`src/rtl/aes_block_display_pager.sv`:
```
// Assembles two 64-bit beats into a 128-bit block, double-buffers it and pages it over eight 7-seg digits.
// Optional hold input for freezing the page is compiled in with AES_DISP_HOLD_EN.
//
// state   | meaning
// WAIT_HI | ready for beat 0 (block[127:64])
// WAIT_LO | ready for beat 1 (block[63:0])
// COMMIT  | one cycle: shadow -> display, page/timer restart
module aes_block_display_pager #(
  parameter int TICK_DIV = 50000000
) (
  input  logic        clk,
  input  logic        reset,
  input  logic        in_valid,
  input  logic [63:0] in_data,
  output logic        in_ready,
`ifdef AES_DISP_HOLD_EN
  input  logic        hold,
`endif
  output logic [6:0]  hex0,
  output logic [6:0]  hex1,
  output logic [6:0]  hex2,
  output logic [6:0]  hex3,
  output logic [6:0]  hex4,
  output logic [6:0]  hex5,
  output logic [6:0]  hex6,
  output logic [6:0]  hex7,
  output logic [1:0]  page,
  output logic        blk_valid
);

  localparam int TW = $clog2(TICK_DIV);
  localparam logic [TW-1:0] TMAX = TW'(TICK_DIV - 1);

  typedef enum logic [1:0] {WAIT_HI, WAIT_LO, COMMIT} state_t;

  state_t          state_q, state_d;
  logic [127:0]    shadow_q, shadow_d;
  logic [127:0]    disp_q, disp_d;
  logic [1:0]      page_q, page_d;
  logic            blk_valid_q, blk_valid_d;
  logic [TW-1:0]   timer_q, timer_d;
  logic            in_ready_q, in_ready_d;
  logic [6:0]      hex_q [8];
  logic [6:0]      hex_d [8];
  logic [31:0]     page_word;
  logic            tick;
  logic            hold_w;

`ifdef AES_DISP_HOLD_EN
  assign hold_w = hold;
`else
  assign hold_w = 1'b0;
`endif

  function automatic logic [6:0] seg7(input logic [3:0] n);
    seg7 = 7'b1111111;
    case (n)
      4'h0: seg7 = 7'b1000000;
      4'h1: seg7 = 7'b1111001;
      4'h2: seg7 = 7'b0100100;
      4'h3: seg7 = 7'b0110000;
      4'h4: seg7 = 7'b0011001;
      4'h5: seg7 = 7'b0010010;
      4'h6: seg7 = 7'b0000010;
      4'h7: seg7 = 7'b1111000;
      4'h8: seg7 = 7'b0000000;
      4'h9: seg7 = 7'b0010000;
      4'hA: seg7 = 7'b0001000;
      4'hB: seg7 = 7'b0000011;
      4'hC: seg7 = 7'b1000110;
      4'hD: seg7 = 7'b0100001;
      4'hE: seg7 = 7'b0000110;
      4'hF: seg7 = 7'b0001110;
      default: seg7 = 7'b1111111;
    endcase
  endfunction

  assign tick = (timer_q == TMAX);

  always_comb begin
    state_d     = state_q;
    shadow_d    = shadow_q;
    disp_d      = disp_q;
    page_d      = page_q;
    blk_valid_d = blk_valid_q;
    timer_d     = tick ? '0 : timer_q + TW'(1);

    if (tick && blk_valid_q && !hold_w) page_d = page_q + 2'd1;

    case (state_q)
      WAIT_HI: if (in_valid && in_ready_q) begin
        shadow_d[127:64] = in_data;
        state_d          = WAIT_LO;
      end
      WAIT_LO: if (in_valid && in_ready_q) begin
        shadow_d[63:0] = in_data;
        state_d        = COMMIT;
      end
      COMMIT: begin
        // commit overrides any coincident tick
        disp_d      = shadow_q;
        page_d      = 2'd0;
        timer_d     = '0;
        blk_valid_d = 1'b1;
        state_d     = WAIT_HI;
      end
      default: state_d = WAIT_HI;
    endcase

    in_ready_d = (state_d != COMMIT);

    page_word = 32'h0;
    case (page_d)
      2'd0: page_word = disp_d[127:96];
      2'd1: page_word = disp_d[95:64];
      2'd2: page_word = disp_d[63:32];
      2'd3: page_word = disp_d[31:0];
      default: page_word = 32'h0;
    endcase

    // digits are registered from next-state so they move together with page/blk_valid
    for (int i = 0; i < 8; i++) begin
      hex_d[i] = blk_valid_d ? seg7(page_word[4*i +: 4]) : 7'b1111111;
    end
  end

  always_ff @(posedge clk or posedge reset) begin
    if (reset) begin
      state_q     <= WAIT_HI;
      shadow_q    <= '0;
      disp_q      <= '0;
      page_q      <= 2'd0;
      blk_valid_q <= 1'b0;
      timer_q     <= '0;
      in_ready_q  <= 1'b1;
      for (int i = 0; i < 8; i++) hex_q[i] <= 7'b1111111;
    end else begin
      state_q     <= state_d;
      shadow_q    <= shadow_d;
      disp_q      <= disp_d;
      page_q      <= page_d;
      blk_valid_q <= blk_valid_d;
      timer_q     <= timer_d;
      in_ready_q  <= in_ready_d;
      for (int i = 0; i < 8; i++) hex_q[i] <= hex_d[i];
    end
  end

  assign in_ready  = in_ready_q;
  assign page      = page_q;
  assign blk_valid = blk_valid_q;
  assign hex0 = hex_q[0];
  assign hex1 = hex_q[1];
  assign hex2 = hex_q[2];
  assign hex3 = hex_q[3];
  assign hex4 = hex_q[4];
  assign hex5 = hex_q[5];
  assign hex6 = hex_q[6];
  assign hex7 = hex_q[7];

endmodule

```
`config.mk`:
```
export PLATFORM = sky130hd
export DESIGN_NAME = aes_block_display_pager
export DESIGN_NICKNAME = d
export VERILOG_FILES = /design/src/rtl/aes_block_display_pager.sv
export SDC_FILE = /design/constraint.sdc
export NUM_CORES = 1
export LEC_CHECK = 0
export ABC_CLOCK_PERIOD_IN_PS = 32800
export BUFFER_PORTS_ARGS = -buffer_cell sky130_fd_sc_hd__buf_2
export CORE_UTILIZATION = 55
export DETAILED_ROUTE_END_ITERATION = 10
export PLACE_DENSITY = 0.71
export SYNTH_ARGS = -nofsm -noshare
export SYNTH_HDL_FRONTEND = slang
export SYNTH_SLANG_ARGS = --single-unit
```
`constraint.sdc`:
```
create_clock -name clk -period 32.8 [get_ports clk]
set_input_delay 3.28 -clock clk [delete_from_list [all_inputs] [get_ports clk]]
set_output_delay 3.28 -clock clk [all_outputs]
set_load 0.005 [all_outputs]
```
==> results of run 1 <==
final cells by class:
type	count	area share
Sequential cell	344	0.470
Multi-Input combinational cell	1219	0.386
Clock buffer	53	0.0572
Timing Repair Buffer	149	0.0442
Tap cell	384	0.0260
Inverter	46	0.00976
Clock inverter	12	0.00624
metal layers:
layer / GRT usage / part of all wire / vias up
met3: 0.0466 / 0.073 / 76
met1: 0.395 / 0.44 / 6293
met4: 0.0917 / 0.029 / 0
met5: 0 / 0 / -
met2: 0.419 / 0.45 / 476
li1: - / - / 5943
final timing paths:
| check | startpoint | to | slack [ns] | cells after the start |
|---|---|---|---|---|
| setup / recovery | in_valid | shadow_q[114] | 27.85 | 5 |
| hold / removal | shadow_q[63] | disp_q[63] | 0.46 | 2 |
| setup reg to reg | timer_q[7] | hex5[0] | 28.00 | 13 |
| hold reg to reg | shadow_q[63] | disp_q[63] | 0.46 | 2 |
| max in group asynchronous | reset | shadow_q[25] | 28.22 | 3 |
| min in group asynchronous | reset | shadow_q[114] | 2.96 | 2 |
layout by cell type, fill, tap and decap left out, types with 6 or more instances in the layout:
| cell type | n |
|---|---|
| a211o_1 | 6 |
| a21oi_1 | 36 |
| a221o_1 | 8 |
| a31oi_1 | 17 |
| and2_1 | 7 |
| and3_1 | 15 |
| buf_2 | 126 |
| buf_4 | 22 |
| clkbuf_1 | 9 |
| clkbuf_16 | 37 |
| clkbuf_8 | 7 |
| clkinv_2 | 8 |
| dfrtp_1 | 287 |
| dfstp_2 | 57 |
| ha_1 | 49 |
| inv_1 | 43 |
| mux2_2 | 81 |
| mux2i_1 | 47 |
| nand2_1 | 575 |
| nand3_1 | 30 |
| nand4_1 | 11 |
| nor2_1 | 84 |
| nor3_1 | 19 |
| nor4_1 | 10 |
| o2111ai_1 | 7 |
| o211ai_1 | 9 |
| o21ai_0 | 48 |
| o221ai_1 | 8 |
| or3_1 | 9 |
| xor2_1 | 16 |
worst max-delay path: stages:
cell,delay (ns)
buf_2,0.08
nand2_1,0.09
nor3_2,0.62
buf_4,0.81
mux2_2,0.41
report_power, final:
part	switching [mW]	internal (mW)	total, mW
Sequential	0.0854	0.633	0.719
Clock	0.165	0.239	0.404
Combinational	0.380	0.263	0.643
cells by family after synthesis:
kind of cell / after synthesis
AOI/OAI and AO/OA: 220
buffers and inverters: 143
xor gates and xnor gates: 18
muxes: 128
adders and majority gates: 51
and+or+nand+nor: 802
DFF: 344
metrics by stage:
step                std cells  hold slack [ns]  utilization
floorplan                1706            0.432            -
global placement         2142            0.446        0.597
detailed placement       2142            0.449        0.597
CTS                      2207            0.463        0.638
global route             2207            0.477        0.638
finish                   2207            0.463        0.638
==> flow_metrics.py, run 1 <==
metrics = {
    "status": {
        "status": "completed",
    },
    "yosys": {
        "yosysTopAreaCellShare": 0.439,
        "avgSynthCellArea_um2": 9.58,
        "synthDistinctLibCells": 78,
        "synthAdderAreaFrac": 0.0387,
        "ys_warn_count": 0,
        "ys_top_cells_by_area": "dfrtp_1 44%, nand2_1 13%, dfstp_2 9.2%, mux2_2 5.6%, ha_1 3.8%",
        "synth_xor_area_frac": 0.00965,
        "synth-compound-area-share": 0.0955,
        "synth_ff_type": "dfrtp_1",
        "synth_top_area_cell": "dfrtp_1",
        "synthMuxAreaShare": 0.0846,
        "synthArstFlopShare": 1.00,
        "synth.top_cells.by_count": "576 x nand2_1, 287 x dfrtp_1, 85 x nor2_1, 81 x mux2_2, 70 x clkbuf_1",
        "synthSimpleGateAreaFrac": 0.205,
        "syn_nets": 1822,
        "synth_edf_count": 0,
        "synthesis.area_mm2": 0.0163,
        "synthCells": 1706,
        "yosysMostFrequentCell": "nand2_1",
        "synth-seq-area-share": 0.531,
        "yosys_register_bits": 344,
        "synth_top_family_by_area": "simple AND/OR/NAND/NOR gates",
    },
    "floorplan": {
        "die_h_um": 174,
        "io_pins": 127,
        "die_w_um": 174,
        "dieArea_mm2": 0.0304,
        "num_rows": 62,
        "fp.coreArea_mm2": 0.0289,
        "start_util": 0.565,
    },
    "layout": {
        "largestRegisters": "disp_q: 128 flops, shadow_q: 128 flops, timer_q: 26 flops",
        "multiInputGateArea_mm2": 0.00713,
        "nFillCells": 2442,
        "register_area_mm2": 0.00868,
        "design_area_mm2": 0.0185,
        "diodes": 0,
        "syn2layout_area_growth_pct": 12.9,
        "finalNetCount": 1913,
        "layout-drive-gt1-share": 0.204,
    },
    "clocking": {
        "cts_resized": 0,
        "cts_buffers": 37,
        "clk_latency_ns": 0.52,
        "cts_max_path_buffers": 3,
        "cts.htree.levels": 2,
        "cts.sinks": 344,
        "cts_tree": "built",
        "postCtsSetupBuffers": 0,
        "ctsRootBufferMaster": "clkbuf_16",
        "ctsHoldBuffers": 0,
        "clk_pin_slew_ns": 0.06,
    },
    "sta": {
        "period_share": 0.151,
        "worstMarginPinSlew_ns": 1.20,
        "setup_viol": 0,
        "fmax_ghz": 0.202,
        "relSlewSlack": 0.201,
        "setup_tns_ns": 0,
        "setup_ws_ns": 27.85,
        "grt_setup_unrepaired": "no",
        "finalMaxSlewViolations": 0,
        "fin_crit_ns": 4.95,
        "worst_clock_skew_ns": 0.0183,
        "hold_viol_final": 0,
    },
    "drt": {
        "wl_um": 40600,
        "initialDrtViolationCount": 1066,
        "wl_per_cell_um": 18.4,
        "drc": 0,
        "num_vias": 12788,
        "avgViaCountPerCell": 5.79,
        "firstDrtPassIters": 6,
        "final_antenna_net_count": 0,
    },
    "pwr": {
        "p_per_area_mw_per_mm2": 95.7,
        "leakage_nw": 9.06,
        "ir_drop_v": 0.0000832,
        "fin_total_pwr_mw": 1.77,
    },
    "setup_path": {
        "crit_arrival_ns": 5.34,
        "cp_max_fo": 55,
        "cp_data_required_time_ns": 33.19,
        "critPathLaunchType": "input port",
        "critical_path_class": "in -> reg",
        "crit_path_end_kind": "flop",
    },
    "place": {
        "io_buffers": 126,
        "dp_slack_ns": 27.30,
        "place_hpwl_um": 26100,
        "place_congestion": 0.856,
        "placed_cell_area_mm2": 0.0173,
    },
    "hold_path": {
        "min_path_type": "reg -> reg",
    },
    "grt": {
        "grt_pass1_wl_um": 65600,
        "grt_max_degree": 201,
        "overflow": 0,
        "grtUsageTotal": 0.273,
        "antenna_found_initial": 0,
        "grt_pass1_vias": 12248,
    },
    "job": {
        "drv_cap": 0,
    },
}
Note: power is estimated with default switching activity, not from simulation.
==> run 2, diff against run 1 <==
Settings changed: ABC_AREA from default to 1, ABC_CLOCK_PERIOD_IN_PS 32800 to 4850.
Clock period 32.8 ns to 4.85 ns, I/O delays scaled along.
==> flow_metrics.py, run 2 <==
metrics = {
    "grt": {
        "grt_pass1_vias": 12432,
        "antenna_found_initial": 0,
        "grt_util_met1": 0.412,
        "grt.met2_usage": 0.393,
        "grtUsageTotal": 0.266,
        "grt_pass1_wl_um": 64400,
        "use_met3": 0.0339,
        "overflow": 0,
        "grt_max_degree": 129,
        "busiest_layer": "met1",
    },
    "floorplan": {
        "io_pins": 127,
        "die_h_um": 173,
        "dieArea_mm2": 0.0298,
        "die_w_um": 173,
        "fp.coreArea_mm2": 0.0287,
        "start_util": 0.558,
        "num_rows": 62,
    },
    "yosys": {
        "avgSynthCellArea_um2": 8.32,
        "ys_top_cells_by_area": "dfrtp_1 45%, nand2_1 16%, dfstp_2 9.3%, nand3_1 6.4%, o21ai_0 5.2%",
        "synth_edf_count": 0,
        "synthArstFlopShare": 1.00,
        "yosysTopAreaCellShare": 0.448,
        "synth_ff_type": "dfrtp_1",
        "synthesis.area_mm2": 0.0160,
        "synth_top_area_cell": "dfrtp_1",
        "synthCells": 1927,
        "synthDistinctLibCells": 35,
        "yosys_register_bits": 344,
        "syn_nets": 2043,
        "synth-seq-area-share": 0.541,
        "synth.top_cells.by_count": "693 x nand2_1, 287 x dfrtp_1, 206 x nand3_1, 165 x o21ai_0, 145 x inv_1",
        "ys_warn_count": 0,
        "yosysMostFrequentCell": "nand2_1",
    },
    "clocking": {
        "cts_resized": 0,
        "cts.htree.levels": 2,
        "ctsHoldBuffers": 0,
        "cts_tree": "built",
        "clk_latency_ns": 0.53,
        "ctsRootBufferMaster": "clkbuf_16",
        "cts_buffers": 38,
        "clk_pin_slew_ns": 0.05,
        "postCtsSetupBuffers": 0,
        "cts_max_path_buffers": 3,
        "cts.sinks": 344,
    },
    "place": {
        "place_congestion": 0.867,
        "dp_slack_ns": 1.48,
        "io_buffers": 126,
        "place_hpwl_um": 25300,
    },
    "pwr": {
        "ir_drop_v": 0.000339,
        "leakage_nw": 9.43,
        "pwr-share-seq": 0.394,
        "clockPowerShare": 0.231,
        "p_per_area_mw_per_mm2": 666,
        "p_switching_mw": 4.61,
        "pwr-share-comb": 0.374,
        "p_int_mw": 7.48,
        "switching_share": 0.381,
    },
    "sta": {
        "worstMarginPinSlew_ns": 1.10,
        "relSlewSlack": 0.267,
        "fin_crit_ns": 3.47,
        "fmax_ghz": 0.289,
        "grt_setup_unrepaired": "no",
        "worst_clock_skew_ns": 0.0134,
        "setup_viol": 0,
        "setup_tns_ns": 0,
        "hold_viol_final": 0,
        "period_share": 0.715,
        "finalMaxSlewViolations": 0,
        "setup_ws_ns": 1.38,
    },
    "layout": {
        "finish.utilization": 0.633,
        "finalNetCount": 2143,
        "layout_common_cells": "693 x nand2_1, 287 x dfrtp_1, 205 x nand3_1",
        "layout-drive-gt1-share": 0.166,
        "final_common_cell": "nand2_1",
        "syn2layout_area_growth_pct": 13.3,
        "largestRegisters": "disp_q: 128 flops, shadow_q: 128 flops, timer_q: 26 flops",
        "diodes": 0,
    },
    "drt": {
        "avgViaCountPerCell": 5.35,
        "final_antenna_net_count": 0,
        "firstDrtPassIters": 6,
        "wl_um": 38700,
        "drc": 0,
        "initialDrtViolationCount": 1189,
        "wl_per_cell_um": 15.9,
        "num_vias": 13029,
    },
    "setup_path": {
        "crit_path_end_kind": "flop",
        "critPathLaunchType": "flop",
        "crit_arrival_ns": 3.93,
        "cp_data_required_time_ns": 5.31,
        "cp_max_fo": 99,
        "critical_path_class": "reg -> reg",
    },
    "hold_path": {
        "min_path_type": "in -> async",
    },
    "status": {
        "status": "completed",
    },
    "job": {
        "drv_cap": 0,
    },
}
## run 2: area by class of cell
| type | instances | area (µm²) |
|---|---|---|
| clock inverter | 15 | 111 |
| tap | 384 | 480 |
| fill | 2473 | 10500 |
| sequential | 344 | 8680 |
| clock buffer | 51 | 1100 |
| timing repair buffer | 143 | 783 |
| multi-input combinational | 1342 | 6400 |
| inverter | 158 | 599 |
## run 2: path summary, 6_finish.rpt
check	startpoint	endpoint	slack, ns	depth (start not counted)
worst max-delay path	state_q[0]	hex4[5]	1.38	13
worst min-delay path	reset	shadow_q[7]	0.18	2
worst max register to register	state_q[0]	hex4[5]	1.38	13
worst min register to register	timer_q[0]	timer_q[0]	0.46	1
max in group asynchronous	reset	shadow_q[56]	3.49	3
min in group clk	in_data[14]	shadow_q[14]	0.22	3
## run 2: kinds of logic after synthesis
logic type               share of synthesized area
AO/OA/AOI/OAI                               0.0655
XOR/XNOR                                   0.00219
adder cells (fa/ha/maj)                     0.0382
buffers and inverters                       0.0599
flip-flops                                   0.541
multiplexers                               0.00187
AND/OR/NAND/NOR                              0.291
## run 2: power by group through the flow
stage	clock [mW]	combinational [mW]	sequential [mW]
6_report	2.80	4.53	4.77
5_1_grt	2.96	5.21	4.89
4_1_cts	2.84	4.51	4.76
3_5_place_dp	0	4.47	4.80
3_3_place_gp	0	4.35	4.76
2_1_floorplan	0	3.26	4.70
## run 2: per-layer routing
| layer | vias to the layer above | share of wire |
|---|---|---|
| li1 | 6337 | - |
| met1 | 6204 | 0.49 |
| met2 | 436 | 0.43 |
| met3 | 52 | 0.060 |
| met4 | 0 | 0.021 |
| met5 | - | 0 |
## run 2: through the flow
step / power [mW] / hold slack, ns / cells / cell area, µm²
floorplan: 7.97 / 0.433 / 1927 / 16000
global placement: 9.11 / 0.442 / 2371 / 16900
detailed placement: 9.27 / 0.455 / 2371 / 16900
CTS: 12.1 / 0.201 / 2437 / 18200
global route: 13.1 / 0.229 / 2437 / 18200
finish: 12.1 / 0.177 / 2437 / 18200
## run 2: worst max-delay path: stages, from the launching register on
cell and delay, ns:
dfrtp_1 0.40, nor2_4 0.16, buf_4 0.39, buf_4 0.91, or2_2 0.25, o21ai_0 0.11, nor2_1 0.22, nor2_1 0.19
inv_1 0.15, ha_1 0.20, nand3_1 0.14, o21ai_0 0.12, nand2_1 0.07, nand2_1 0.07
